<file path="config.mk">
export PLATFORM = sky130hd
export DESIGN_NAME = mux_pipe_stage_flat
export DESIGN_NICKNAME = d
export VERILOG_FILES = /design/src/rtl/mux_pipe_stage_pkg.sv /design/src/rtl/mux_pipe_stage_if.sv /design/src/rtl/mux_pipe_stage_skid_buf.sv /design/src/rtl/mux_pipe_stage.sv /design/src/flat_wrapper.sv
export SDC_FILE = /design/constraint.sdc
export NUM_CORES = 1
export LEC_CHECK = 0
export ABC_AREA = 1
export BUFFER_PORTS_ARGS = -buffer_cell sky130_fd_sc_hd__buf_2
export CORE_MARGIN = 2
export CORE_UTILIZATION = 50
export CTS_BUF_LIST = sky130_fd_sc_hd__clkbuf_4 sky130_fd_sc_hd__clkbuf_8
export CTS_CLUSTER_SIZE = 40
export DETAILED_ROUTE_END_ITERATION = 8
export PLACE_DENSITY = 0.94
export SETUP_SLACK_MARGIN = 0.4
export SLEW_MARGIN = 20
export SYNTH_ARGS = -nofsm -noshare
export SYNTH_HDL_FRONTEND = slang
export SYNTH_SLANG_ARGS = --single-unit
</file>
<file path="constraint.sdc">
create_clock -name clk -period 1.8 [get_ports clk]
set_clock_uncertainty 0.05 [all_clocks]
set_input_delay 0.09 -clock clk [delete_from_list [all_inputs] [get_ports clk]]
set_output_delay 0.09 -clock clk [all_outputs]
set_load 0.05 [all_outputs]
</file>
<file path="src/rtl/mux_pipe_stage_pkg.sv">
// Shared definitions for the mux pipeline stage: buffer occupancy states and
// the largest supported input count.
package mux_pipe_stage_pkg;

  localparam int MAX_NUM_IN = 16;

  typedef enum logic [1:0] {
    ST_EMPTY = 2'd0,
    ST_ONE   = 2'd1,
    ST_FULL  = 2'd2
  } buf_state_e;

endpackage

</file>
<file path="src/rtl/mux_pipe_stage_if.sv">
// Handshake bundle for mux_pipe_stage: upstream offer/accept, flush and the
// downstream selected-word channel.
interface mux_pipe_stage_if #(
  parameter int WIDTH  = 32,
  parameter int NUM_IN = 4,
  parameter int SEL_W  = $clog2(NUM_IN)
);

  logic [NUM_IN*WIDTH-1:0] in_data;
  logic [SEL_W-1:0]        in_sel;
  logic                    in_valid;
  logic                    in_ready;
  logic                    flush;
  logic [WIDTH-1:0]        out_data;
  logic                    out_sel_err;
  logic                    out_valid;
  logic                    out_ready;

  modport master (
    output in_data, in_sel, in_valid, flush, out_ready,
    input  in_ready, out_data, out_sel_err, out_valid
  );

  modport slave (
    input  in_data, in_sel, in_valid, flush, out_ready,
    output in_ready, out_data, out_sel_err, out_valid
  );

endinterface

</file>
<file path="src/rtl/mux_pipe_stage_skid_buf.sv">
// Two-entry skid buffer: the main entry drives the outputs, the skid entry
// catches a word accepted while main is stalled. in_ready is purely registered.
module pipe_skid_buf
  import mux_pipe_stage_pkg::*;
#(
  parameter int PAYLOAD_W = 33
) (
  input  logic                 clk,
  input  logic                 rst_n,
  input  logic                 flush,
  input  logic [PAYLOAD_W-1:0] in_payload,
  input  logic                 in_valid,
  output logic                 in_ready,
  output logic [PAYLOAD_W-1:0] out_payload,
  output logic                 out_valid,
  input  logic                 out_ready
);

  buf_state_e             state_q, state_d;
  logic [PAYLOAD_W-1:0]   main_q, main_d;
  logic [PAYLOAD_W-1:0]   skid_q, skid_d;
  logic                   in_xfer;
  logic                   out_xfer;

  always_ff @(posedge clk or negedge rst_n) begin
    if (!rst_n) begin
      state_q <= ST_EMPTY;
      main_q  <= '0;
      skid_q  <= '0;
    end else begin
      state_q <= state_d;
      main_q  <= main_d;
      skid_q  <= skid_d;
    end
  end

  always_comb begin
    state_d  = state_q;
    main_d   = main_q;
    skid_d   = skid_q;
    in_xfer  = in_valid && (state_q != ST_FULL);
    out_xfer = out_ready && (state_q != ST_EMPTY);
    // Flush wins over everything, including an input offered in the same cycle.
    if (flush) begin
      state_d = ST_EMPTY;
    end else begin
      case (state_q)
        ST_EMPTY: begin
          if (in_xfer) begin
            main_d  = in_payload;
            state_d = ST_ONE;
          end
        end
        ST_ONE: begin
          if (in_xfer && !out_xfer) begin
            skid_d  = in_payload;
            state_d = ST_FULL;
          end else if (in_xfer && out_xfer) begin
            main_d  = in_payload;
          end else if (out_xfer) begin
            state_d = ST_EMPTY;
          end
        end
        ST_FULL: begin
          if (out_xfer) begin
            main_d  = skid_q;
            state_d = ST_ONE;
          end
        end
        default: state_d = ST_EMPTY;
      endcase
    end
  end

  assign in_ready    = (state_q != ST_FULL);
  assign out_valid   = (state_q != ST_EMPTY);
  assign out_payload = main_q;

endmodule

</file>
<file path="src/rtl/mux_pipe_stage.sv">
// Selects one of NUM_IN words by in_sel and registers it, with a select-error
// flag, through a two-entry skid buffer.
module mux_pipe_stage
  import mux_pipe_stage_pkg::*;
#(
  parameter int WIDTH  = 32,
  parameter int NUM_IN = 4,
  parameter int SEL_W  = $clog2(NUM_IN)
) (
  input logic             clk,
  input logic             rst_n,
  mux_pipe_stage_if.slave bus
);

  logic [WIDTH-1:0] words [NUM_IN];
  logic [WIDTH-1:0] sel_data;
  logic             sel_err;
  logic [WIDTH:0]   skid_in;
  logic [WIDTH:0]   skid_out;

  genvar gi;
  generate
    if (NUM_IN < 2 || NUM_IN > MAX_NUM_IN) begin : g_bad_num_in
      $error("mux_pipe_stage: NUM_IN must be in 2..%0d", MAX_NUM_IN);
    end
    for (gi = 0; gi < NUM_IN; gi++) begin : g_word
      assign words[gi] = bus.in_data[gi*WIDTH +: WIDTH];
    end
  endgenerate

  // Unmatched select codes (>= NUM_IN) fall through to zero data with err set.
  always_comb begin
    sel_data = '0;
    sel_err  = 1'b1;
    for (int k = 0; k < NUM_IN; k++) begin
      if (bus.in_sel == SEL_W'(k)) begin
        sel_data = words[k];
        sel_err  = 1'b0;
      end
    end
  end

  assign skid_in = {sel_err, sel_data};

  pipe_skid_buf #(
    .PAYLOAD_W (WIDTH + 1)
  ) u_skid (
    .clk         (clk),
    .rst_n       (rst_n),
    .flush       (bus.flush),
    .in_payload  (skid_in),
    .in_valid    (bus.in_valid),
    .in_ready    (bus.in_ready),
    .out_payload (skid_out),
    .out_valid   (bus.out_valid),
    .out_ready   (bus.out_ready)
  );

  assign bus.out_sel_err = skid_out[WIDTH];
  assign bus.out_data    = skid_out[WIDTH-1:0];

endmodule

</file>
<file path="src/flat_wrapper.sv">
// flat-port wrapper written by rule: the top's interface ports become plain ports
module mux_pipe_stage_flat import mux_pipe_stage_pkg::*;
#(
  parameter int WIDTH  = 32,
  parameter int NUM_IN = 4,
  parameter int SEL_W  = $clog2(NUM_IN)
)
  (clk, rst_n, bus_in_data, bus_in_sel, bus_in_valid, bus_flush, bus_out_ready, bus_in_ready, bus_out_data, bus_out_sel_err, bus_out_valid);
  mux_pipe_stage_if #(.WIDTH(WIDTH), .NUM_IN(NUM_IN), .SEL_W(SEL_W)) bus_i ();
  input logic clk;
  input logic rst_n;
  input wire logic [$bits(bus_i.in_data)-1:0] bus_in_data;
  input wire logic [$bits(bus_i.in_sel)-1:0] bus_in_sel;
  input wire logic [$bits(bus_i.in_valid)-1:0] bus_in_valid;
  input wire logic [$bits(bus_i.flush)-1:0] bus_flush;
  input wire logic [$bits(bus_i.out_ready)-1:0] bus_out_ready;
  output wire logic [$bits(bus_i.in_ready)-1:0] bus_in_ready;
  output wire logic [$bits(bus_i.out_data)-1:0] bus_out_data;
  output wire logic [$bits(bus_i.out_sel_err)-1:0] bus_out_sel_err;
  output wire logic [$bits(bus_i.out_valid)-1:0] bus_out_valid;
  assign bus_i.in_data = bus_in_data;
  assign bus_i.in_sel = bus_in_sel;
  assign bus_i.in_valid = bus_in_valid;
  assign bus_i.flush = bus_flush;
  assign bus_i.out_ready = bus_out_ready;
  assign bus_in_ready = bus_i.in_ready;
  assign bus_out_data = bus_i.out_data;
  assign bus_out_sel_err = bus_i.out_sel_err;
  assign bus_out_valid = bus_i.out_valid;
  mux_pipe_stage #(.WIDTH(WIDTH), .NUM_IN(NUM_IN), .SEL_W(SEL_W)) u_core (.clk(clk), .rst_n(rst_n), .bus(bus_i));
endmodule
</file>
==> flow_metrics.env, run 1 <==
export IMPL_outcome="completed"
export IMPL_fp_dieArea_mm2=0.009030
export IMPL_die_w_um=95.03
export IMPL_gp_congestion=0.8007
export IMPL_grt_busiest_layer="met2"
export IMPL_multi_input_area_mm2=0.002333
export IMPL_io_pins=170
export IMPL_layout_setup_ws_ns=0.2099
export IMPL_cp_startpoint="u_core.u_skid.state_q[0]$_DFFE_PN0P_"
export IMPL_synth_seq_cells=68
export IMPL_clock_latency_ns=0.35
export IMPL_final_cells=893
export IMPL_finalSetupTns_ns=0
export IMPL_cpMostUsedCell="nand2_1"
export IMPL_synthesis_area_mm2=0.004143
export IMPL_use_met1_pct=40.93
export IMPL_synthArstFlopShare_pct=100.0
export IMPL_p_sw_w=0.003920
export IMPL_power_density_mw_per_mm2=1451
export IMPL_crit_required_ns=2.03
export IMPL_worst_pin_slew_ns=0.4985
export IMPL_numCtsBuffers=9
export IMPL_ys_warn_count=0
export IMPL_rr_startpoint="u_core.u_skid.state_q[0]$_DFFE_PN0P_"
export IMPL_initial_core_util_pct=50.93
export IMPL_fill_cells=672
export IMPL_area_sequential_mm2=0.001703
export IMPL_grt_overflow_total=0
export IMPL_antenna_found_initial=1
export IMPL_period_needed_ns=1.590
export IMPL_r2r_end="u_core.u_skid.out_payload[11]$_DFFE_PN0P_"
export IMPL_area_growth_pct=40.41
export IMPL_combPwrFrac_pct=49.6
export IMPL_grt_max_degree=69
export IMPL_drtPass1Iterations=5
export IMPL_hp_class="input pin to flop"
export IMPL_synthFlopType="dfrtp_1"
export IMPL_setup_viol=0
export IMPL_crit_slowest_cell="dfrtp_1"
export IMPL_cts_tree="yes"
export IMPL_synthesis_nets=733
export IMPL_rsz0062_at_grt="yes"
export IMPL_track_usage_pct=32.51
export IMPL_layout_drive_gt1_share_pct=37.56
export IMPL_holdPathStages=4
export IMPL_yosysMostFrequentCell="nand2_1"
export IMPL_endpoint_kind="flop"
export IMPL_drv_slew=0
export IMPL_r2r_cells=9
export IMPL_cp_start_kind="flop"
export IMPL_peakVddDrop_mv=0.6220
export IMPL_layout_nets=918
export IMPL_worstPathCellList="inv_4 > nand2_8 > nand3_4 > nor2_4 > buf_4 > o21ai_4 > buf_12 > nand2_1 > nand2_1"
export IMPL_diodes=0
export IMPL_die_y_um=95.03
export IMPL_design_core_area_mm2=0.008134
export IMPL_r2r_setup_slack_ns=0.21
export IMPL_clkSlewWorstSetupHoldPaths_ns=0.08
export IMPL_critPathKind="flop to flop"
export IMPL_synthTopCellsByCount="nand2_1 (268), nand3_1 (131), dfrtp_1 (68)"
export IMPL_utilization_pct=71.51
export IMPL_portBuffers=169
export IMPL_clockBufferDepth=2
export IMPL_cp_arrival_ns=1.82
export IMPL_cpPeakStageDelay_ns=0.42
export IMPL_core_rowCount=33
export IMPL_drtIter0Drc=313
export IMPL_dp_slack_ns=-0.08926
export IMPL_max_slew_margin_rel_pct=66.73
export IMPL_yosysSeqAreaShare_pct=41.08
export IMPL_h_tree_depth=3
export IMPL_min_period_over_period_pct=88.34
export IMPL_drt_wirelength_per_cell_um=15.99
export IMPL_synthCells=598
export IMPL_grt_pass1_wl_mm=22.39
export IMPL_syn_area_per_cell_um2=6.928
export IMPL_wl_mm=14.28
export IMPL_holdCritStartpoint="bus_in_data[105]"
export IMPL_synth_top_cell_area_share_pct=41.08
export IMPL_cts_sinks=68
export IMPL_hpwl_mm=8.816
export IMPL_fmaxAchievable_mhz=628.9
export IMPL_maxCapViolations=0
export IMPL_use_met3_pct=6.008
export IMPL_dr_total_vias=4862
export IMPL_grt_pass1_vias=4647
export IMPL_p_int_w=0.004520
export IMPL_drc=0
export IMPL_synthTopCellsByArea="dfrtp_1 (41%), nand2_1 (24%), nand3_1 (16%), or2_2 (4.8%), o21ai_0 (3.9%)"
export IMPL_gr_usage_met2_pct=53.43
export IMPL_ys_types=21
export IMPL_viasPerCell=5.445
export IMPL_p_leak_nw=3.161
export IMPL_clockRootBuffer="clkbuf_8"
export IMPL_cp_max_fo=8
export IMPL_p_clk_share_pct=18.7
export IMPL_ant_nets=0
export IMPL_pwr_share_seq_pct=31.7
export IMPL_synth_top_area_cell="dfrtp_1"
export IMPL_synth_edf_count=0
export IMPL_final_hold_viol_count=0
export IMPL_dp_cells=852
export IMPL_hold_end="u_core.u_skid.skid_q[9]$_DFFE_PN0P_"
export IMPL_swShare_pct=46.44
[cells in the final DEF, fill, tap and decap left out, drive strengths merged]
master | Yosys | layout
clkinvlp | 0 | 1
nand2 | 270 | 270
clkinv | 0 | 2
clkbuf | 7 | 10
dlygate4sd3 | 0 | 2
buf | 31 | 207
bufinv | 0 | 3
o31ai | 1 | 1
nor2 | 11 | 11
nand3 | 132 | 132
a21oi | 1 | 1
or2 | 32 | 32
o21ai | 34 | 36
inv | 11 | 12
dfrtp | 68 | 68
[sequential cells by signal, indices dropped and copies added, names as in the netlist]
signal	flops
u_core.u_skid.state_q	2
u_core.u_skid.skid_q	33
u_core.u_skid.out_payload	33
[worst max-delay path by stage]
stage	end	slack, ns
finish	u_core.u_skid.out_payload[11]$_DFFE_PN0P_	0.21
global route	u_core.u_skid.skid_q[19]$_DFFE_PN0P_	0.15
CTS	u_core.u_skid.out_payload[6]$_DFFE_PN0P_	0.30
detailed placement	u_core.u_skid.out_payload[6]$_DFFE_PN0P_	-0.09
global placement	u_core.u_skid.out_payload[9]$_DFFE_PN0P_	0.03
floorplan	u_core.u_skid.skid_q[11]$_DFFE_PN0P_	0.39
[cell type report]
cell class / instances / area share [%]
Clock inverter: 7 / 2.129
Inverter: 11 / 1.119
Sequential cell: 68 / 29.28
Tap cell: 105 / 2.259
Timing Repair Buffer: 210 / 22.97
Multi-Input combinational cell: 483 / 40.12
Clock buffer: 9 / 2.129
[stage by stage]
| step | hold WS [ns] | total power, W | cell area (um^2) |
|---|---|---|---|
| 2_1_floorplan | -0.2556 | 0.005318 | 4170 |
| 3_3_place_gp | 0.08702 | 0.006151 | 5085 |
| 3_5_place_dp | 0.09072 | 0.006257 | 5085 |
| 4_1_cts | 0.003954 | 0.008254 | 5699 |
| 5_1_grt | 0.01305 | 0.008901 | 5817 |
| 6_report | 0.01569 | 0.008440 | 5817 |
[kinds of logic after synthesis]
logic type / synth area share (%)
buf+inv: 6.312
compound gates: 4.953
simple gates: 47.66
flops: 41.08
[power by group through the flow]
stage	Sequential [W]	Combinational [W]	Clock, W
after floorplan	0.00376	0.00155	0
after CTS	0.00265	0.00401	0.00159
after global routing	0.00275	0.00450	0.00166
after detailed placement	0.00266	0.00360	0
final	0.00268	0.00419	0.00158
after global placement	0.00266	0.00350	0
[per-layer routing]
metal,share of wire [%],up-vias
met5,0.049,-
met4,2.3,2
met1,40,2242
met2,48,283
li1,-,2297
met3,9.4,38
[what timing repair did]
item,CTS,global route
buffers inserted,17,2
hold buffers,2,0
pin swaps,10,8
endpoints found under the hold margin,69,0
setup endpoints to repair,69,70
resized for setup,30,17
cloned,3,1
[critical path: cells and delay by family, from the launching register on]
kind	cells	cell delay [ns]
buffers and inverters	3	0.46
DFF	1	0.42
AOI/OAI and AO/OA	1	0.21
and+or+nand+nor	5	0.38
Power figures use the tool's default switching activity.
==> run 2, diff against run 1 <==
CORE_UTILIZATION = 45   (was 50)
CTS_CLUSTER_SIZE = 25   (was 40)
GPL_ROUTABILITY_DRIVEN = 0   (was unset)
PLACE_DENSITY = 0.86   (was 0.94)
==> flow_metrics.env, run 2 (synthesis gave the netlist of run 1 again) <==
export IMPL_worst_pin_slew_ns=0.8721
export IMPL_maxCapViolations=0
export IMPL_grt_max_degree=69
export IMPL_p_leak_nw=3.093
export IMPL_clockBufferDepth=2
export IMPL_whs_ns=0.01745
export IMPL_die_w_um=99.95
export IMPL_portBuffers=169
export IMPL_layout_nets=912
export IMPL_viasPerCell=5.241
export IMPL_hpwl_mm=8.903
export IMPL_min_period_over_period_pct=87.76
export IMPL_layout_commonest_cell="nand2_1"
export IMPL_cts_tree="yes"
export IMPL_final_cells=893
export IMPL_diodes=0
export IMPL_grt_overflow_total=0
export IMPL_dr_total_vias=4680
export IMPL_h_tree_depth=3
export IMPL_drtIter0Drc=263
export IMPL_core_rowCount=35
export IMPL_fmaxAchievable_mhz=633.1
export IMPL_fill_cells=847
export IMPL_initial_core_util_pct=45.70
export IMPL_finalSetupTns_ns=0
export IMPL_design_core_area_mm2=0.009065
export IMPL_ant_nets=0
export IMPL_utilization_pct=62.75
export IMPL_fp_dieArea_mm2=0.009990
export IMPL_final_hold_viol_count=0
export IMPL_setup_viol=0
export IMPL_numCtsBuffers=9
export IMPL_critPathKind="flop to flop"
export IMPL_clock_latency_ns=0.34
export IMPL_drtPass1Iterations=5
export IMPL_drt_wirelength_per_cell_um=15.06
export IMPL_clkSlewWorstSetupHoldPaths_ns=0.08
export IMPL_grt_pass1_vias=4430
export IMPL_cp_start_kind="flop"
export IMPL_clockRootBuffer="clkbuf_8"
export IMPL_peakVddDrop_mv=0.7083
export IMPL_layout_drive_gt1_share_pct=37.60
export IMPL_hp_class="input pin to flop"
export IMPL_cts_sinks=68
export IMPL_outcome="completed"
export IMPL_endpoint_kind="flop"
export IMPL_layout_common_cells="nand2_1 (254), buf_2 (166), nand3_1 (124), dfrtp_1 (66)"
export IMPL_grt_pass1_wl_mm=21.89
export IMPL_crit_required_ns=2.03
export IMPL_power_density_mw_per_mm2=1396
export IMPL_antenna_found_initial=0
export IMPL_rsz0062_at_grt="yes"
export IMPL_drc=0
export IMPL_drv_slew=0
export IMPL_max_slew_margin_rel_pct=41.86
export IMPL_r2r_setup_slack_ns=0.22
export IMPL_area_growth_pct=37.30
export IMPL_die_y_um=99.95
export IMPL_cp_startpoint="u_core.u_skid.state_q[0]$_DFFE_PN0P_"
export IMPL_wl_mm=13.45
export IMPL_track_usage_pct=28.10
export IMPL_cp_max_fo=5
export IMPL_holdCritStartpoint="bus_in_data[99]"
export IMPL_rr_startpoint="u_core.u_skid.state_q[0]$_DFFE_PN0P_"
export IMPL_period_needed_ns=1.580
export IMPL_cp_arrival_ns=1.81
export IMPL_dp_cells=856
export IMPL_io_pins=170
## run 2: worst max-delay path: stages, from the launching register on
cell and delay, ns:
dfrtp_2 0.44, clkinv_4 0.09, nand2_4 0.07, buf_6 0.14, o21ai_4 0.19, inv_4 0.09
o21ai_4 0.15, buf_12 0.18, nand2_1 0.05, nand2_1 0.06
## run 2: stage by stage
step	cell area, um^2	setup slack, ns	power (W)
finish	5688	0.2204	0.007938
global route	5688	0.1280	0.008459
global placement	5067	0.05852	0.006121
floorplan	4170	0.3911	0.005318
detailed placement	5067	-0.06570	0.006206
CTS	5650	0.2431	0.007862
## run 2: power breakdown
part | leakage (nW) | switching [W] | internal [W]
combinational | 2.16 | 0.00279 | 0.00133
sequential | 0.855 | 0.000422 | 0.00225
clock | 0.0803 | 0.000617 | 0.000532
total | 3.09 | 0.00383 | 0.00411
## run 2: repair_timing
action / 4_1_cts / 5_1_grt
endpoints found under the setup margin: 68 / 70
hold buffers: 2 / 0
pin swaps: 15 / 1
endpoints found under the hold margin: 69 / 0
setup buffers: 14 / 1
gates cloned: 4 / 0
gates resized for setup: 49 / 10
## run 2: cell type report
type	count	area (um^2)	area share (%)
Clock inverter	6	40.04	0.7039
Sequential cell	68	1704	29.96
Timing Repair Buffer	204	1275	22.42
Inverter	11	63.81	1.122
Tap cell	111	138.9	2.442
Clock buffer	10	137.6	2.420
Multi-Input combinational cell	483	2328	40.94
## run 2: worst paths after layout
path / cells past startpoint / to
setup / recovery: 9 / u_core.u_skid.out_payload[31]$_DFFE_PN0P_
hold / removal: 4 / u_core.u_skid.skid_q[3]$_DFFE_PN0P_
setup reg to reg: 9 / u_core.u_skid.out_payload[31]$_DFFE_PN0P_
hold reg to reg: 2 / u_core.u_skid.out_payload[27]$_DFFE_PN0P_
max in group asynchronous: 2 / u_core.u_skid.state_q[0]$_DFFE_PN0P_
min in group asynchronous: 2 / u_core.u_skid.out_payload[21]$_DFFE_PN0P_
## run 2: metal layers
metal | routed length, um | up-vias | track usage [%]
met5 | 0 | - | 0
met1 | 5689 | 2166 | 37.19
met4 | 185 | 0 | 8.219
li1 | - | 2296 | -
met3 | 950 | 13 | 5.153
met2 | 6628 | 205 | 47.35
==> run 3, diff against run 2 <==
MAX_ROUTING_LAYER = met4   (was unset)
SYNTH_HIERARCHICAL = 1   (was unset)
TNS_END_PERCENT = 50   (was unset)
==> flow_metrics.env, run 3 <==
export IMPL_met1_length_mm=5.769
export IMPL_placement_cell_area_mm2=0.005095
export IMPL_r2r_end="u_core/u_skid/out_payload[2]$_DFFE_PN0P_"
export IMPL_top_layer="met4"
export IMPL_area_growth_pct=36.58
export IMPL_viasPerCell=5.363
export IMPL_outcome="completed"
export IMPL_drtPass1Iterations=4
export IMPL_antenna_found_initial=0
export IMPL_fin_area_mm2=0.005779
export IMPL_fill_cells=828
export IMPL_synthCells=578
export IMPL_layout_drive_gt1_share_pct=37.35
export IMPL_crit_required_ns=2.03
export IMPL_clock_latency_ns=0.34
export IMPL_maxCapViolations=0
export IMPL_wl_met3_mm=1.118
export IMPL_critPathBufInv=2
export IMPL_portBuffers=169
export IMPL_wl_mm=14.01
export IMPL_rr_startpoint="u_core/u_skid/state_q[0]$_DFFE_PN0P_"
export IMPL_grt_pass1_wl_mm=20.04
export IMPL_drtIter0Drc=309
export IMPL_layout_commonest_cell="buf_2"
export IMPL_endpoint_kind="flop"
export IMPL_initial_core_util_pct=46.01
export IMPL_critPathKind="flop to flop"
export IMPL_cpPeakStageDelay_ns=0.46
export IMPL_dr_total_vias=4644
export IMPL_power_density_mw_per_mm2=1193
export IMPL_synthFlopType="dfrtp_1"
export IMPL_cp_max_fo=31
export IMPL_holdPathStages=5
export IMPL_grt_pass1_vias=4293
export IMPL_hpwl_mm=8.289
export IMPL_cts_tree="yes"
export IMPL_synth_xor_area_share_pct=0
export IMPL_crit_slowest_cell="dfrtp_2"
export IMPL_synth_top_area_cell="dfrtp_1"
export IMPL_r2r_cells=6
export IMPL_layout_nets=886
export IMPL_fp_dieArea_mm2=0.01019
export IMPL_drt_wirelength_per_cell_um=16.18
export IMPL_ys_warn_count=6
export IMPL_drc=0
export IMPL_synth_adder_area_share_pct=0
export IMPL_io_pins=170
export IMPL_p_leak_nw=3.093
export IMPL_grt_max_degree=69
export IMPL_synthesis_area_mm2=0.004232
export IMPL_synth_top_family_by_area="simple AND/OR/NAND/NOR gates"
export IMPL_ys_types=21
export IMPL_clockBufferDepth=2
export IMPL_yosysMostFrequentCell="nand2_1"
export IMPL_setup_viol=0
export IMPL_synth_top_cell_area_share_pct=40.21
export IMPL_grt_overflow_total=0
export IMPL_yosys_area_share_simple_pct=39.18
export IMPL_layout_common_cells="buf_2 (168), nand2_1 (153), nand3_1 (123), dfrtp_1 (66), inv_1 (36)"
export IMPL_synthArstFlopShare_pct=100.0
export IMPL_track_usage_pct=25.85
export IMPL_crit_cells=6
export IMPL_die_w_um=101.0
export IMPL_worstPathCellList="inv_4 > nand2_4 > bufbuf_16 > o21ai_0 > nand3_2 > nand2_1"
export IMPL_holdCritStartpoint="bus_in_data[26]"
export IMPL_core_rowCount=35
export IMPL_period_needed_ns=1.473
export IMPL_design_core_area_mm2=0.009196
export IMPL_die_y_um=101.0
export IMPL_ant_nets=0
export IMPL_path_delay_family="flip-flops"
export IMPL_cp_start_kind="flop"
export IMPL_synth_seq_cells=68
export IMPL_cp_arrival_ns=1.70
export IMPL_final_hold_viol_count=0
export IMPL_min_period_over_period_pct=81.81
export IMPL_clkSlewWorstSetupHoldPaths_ns=0.07
export IMPL_clockRootBuffer="clkbuf_8"
export IMPL_syn_area_per_cell_um2=7.321
export IMPL_finalSetupTns_ns=0
export IMPL_hold_end="u_core/u_skid/skid_q[26]$_DFFE_PN0P_"
export IMPL_hp_class="input pin to flop"
export IMPL_numCtsBuffers=9
export IMPL_fmaxAchievable_mhz=679.1
export IMPL_yosysSeqAreaShare_pct=40.21
export IMPL_r2r_setup_slack_ns=0.33
export IMPL_diodes=0
export IMPL_rsz0062_at_grt="yes"
export IMPL_synthTopCellsByCount="nand2_1 (159), nand3_1 (133), dfrtp_1 (68)"
export IMPL_synth_edf_count=0
export IMPL_synth_compound_area_share_pct=9.491
export IMPL_h_tree_depth=3
export IMPL_synthTopCellsByArea="dfrtp_1 (40%), nand3_1 (16%), nand2_1 (14%), a21oi_2 (5.6%), nand4_1 (4.7%)"
export IMPL_drv_slew=0
export IMPL_synthMuxAreaShare_pct=0
export IMPL_peakVddDrop_mv=0.6628
export IMPL_cts_sinks=68
export IMPL_routed_wl_met2_mm=6.999
## run 3: cell type report
| type | instances | area, um^2 | area share [%] |
|---|---|---|---|
| clock buffers | 10 | 131.4 | 2.273 |
| flip-flops and latches | 68 | 1704 | 29.49 |
| clock inverters | 5 | 53.80 | 0.9309 |
| multi-input cells | 428 | 2242 | 38.80 |
| well taps | 111 | 138.9 | 2.403 |
| repair buffers | 203 | 1349 | 23.34 |
| inverters | 41 | 160.2 | 2.771 |
## run 3: report_power, final
| part | switching [W] | internal, W | total (W) |
|---|---|---|---|
| clock | 0.000573 | 0.000643 | 0.00122 |
| combinational | 0.00224 | 0.00100 | 0.00325 |
| sequential | 0.000287 | 0.00215 | 0.00243 |
## run 3: what timing repair did
action / CTS / global route
resized for setup: 10 / 44
hold endpoints to repair: 69 / 0
hold buffers: 2 / 0
gates cloned: 3 / 8
setup buffers: 10 / 0
pin swaps: 2 / 10
setup endpoints to repair: 65 / 67
## run 3: worst reg2reg max path: cells and delay by family (launching register included)
| family | cells | cell delay [ns] |
|---|---|---|
| buffers and inverters | 2 | 0.42 |
| DFF | 1 | 0.46 |
| AOI/OAI and AO/OA | 1 | 0.25 |
| and+or+nand+nor | 3 | 0.24 |
## run 3: cells by family after synthesis
family	Yosys count
compound gates	60
buf+inv	86
flops	68
other cells	1
simple gates	363
## run 3: worst max path at each step
stage | slack (ns) | start | to
final | 0.33 | u_core/u_skid/state_q[0]$_DFFE_PN0P_ | u_core/u_skid/out_payload[2]$_DFFE_PN0P_
after global routing | 0.30 | u_core/u_skid/state_q[0]$_DFFE_PN0P_ | u_core/u_skid/out_payload[2]$_DFFE_PN0P_
after CTS | 0.38 | u_core/u_skid/state_q[1]$_DFFE_PN0P_ | u_core/u_skid/skid_q[17]$_DFFE_PN0P_
after detailed placement | -0.08 | u_core/u_skid/state_q[1]$_DFFE_PN0P_ | u_core/u_skid/out_payload[27]$_DFFE_PN0P_
after global placement | -0.006 | u_core/u_skid/state_q[0]$_DFFE_PN0P_ | u_core/u_skid/out_payload[19]$_DFFE_PN0P_
after floorplan | 0.40 | u_core/u_skid/state_q[0]$_DFFE_PN0P_ | u_core/u_skid/skid_q[10]$_DFFE_PN0P_
## run 3: routing by layer
layer  vias to the layer above  GRT usage [%]
met3                        12          4.508
met5                         -              -
met4                         0          8.212
met1                      2153          31.78
met2                       207          43.44
li1                       2272              -
## run 3: stage by stage
stage	hold slack, ns	power (W)	worst slack (ns)	util [%]	std cells
floorplan	-0.2556	0.004541	0.3991	-	579
global placement	0.08957	0.005229	-0.005791	55.40	828
detailed placement	0.09571	0.005316	-0.07989	55.40	828
CTS	0.06900	0.006647	0.3764	59.65	858
global route	0.08980	0.007281	0.2985	62.84	866
finish	0.08733	0.006894	0.3274	62.84	866
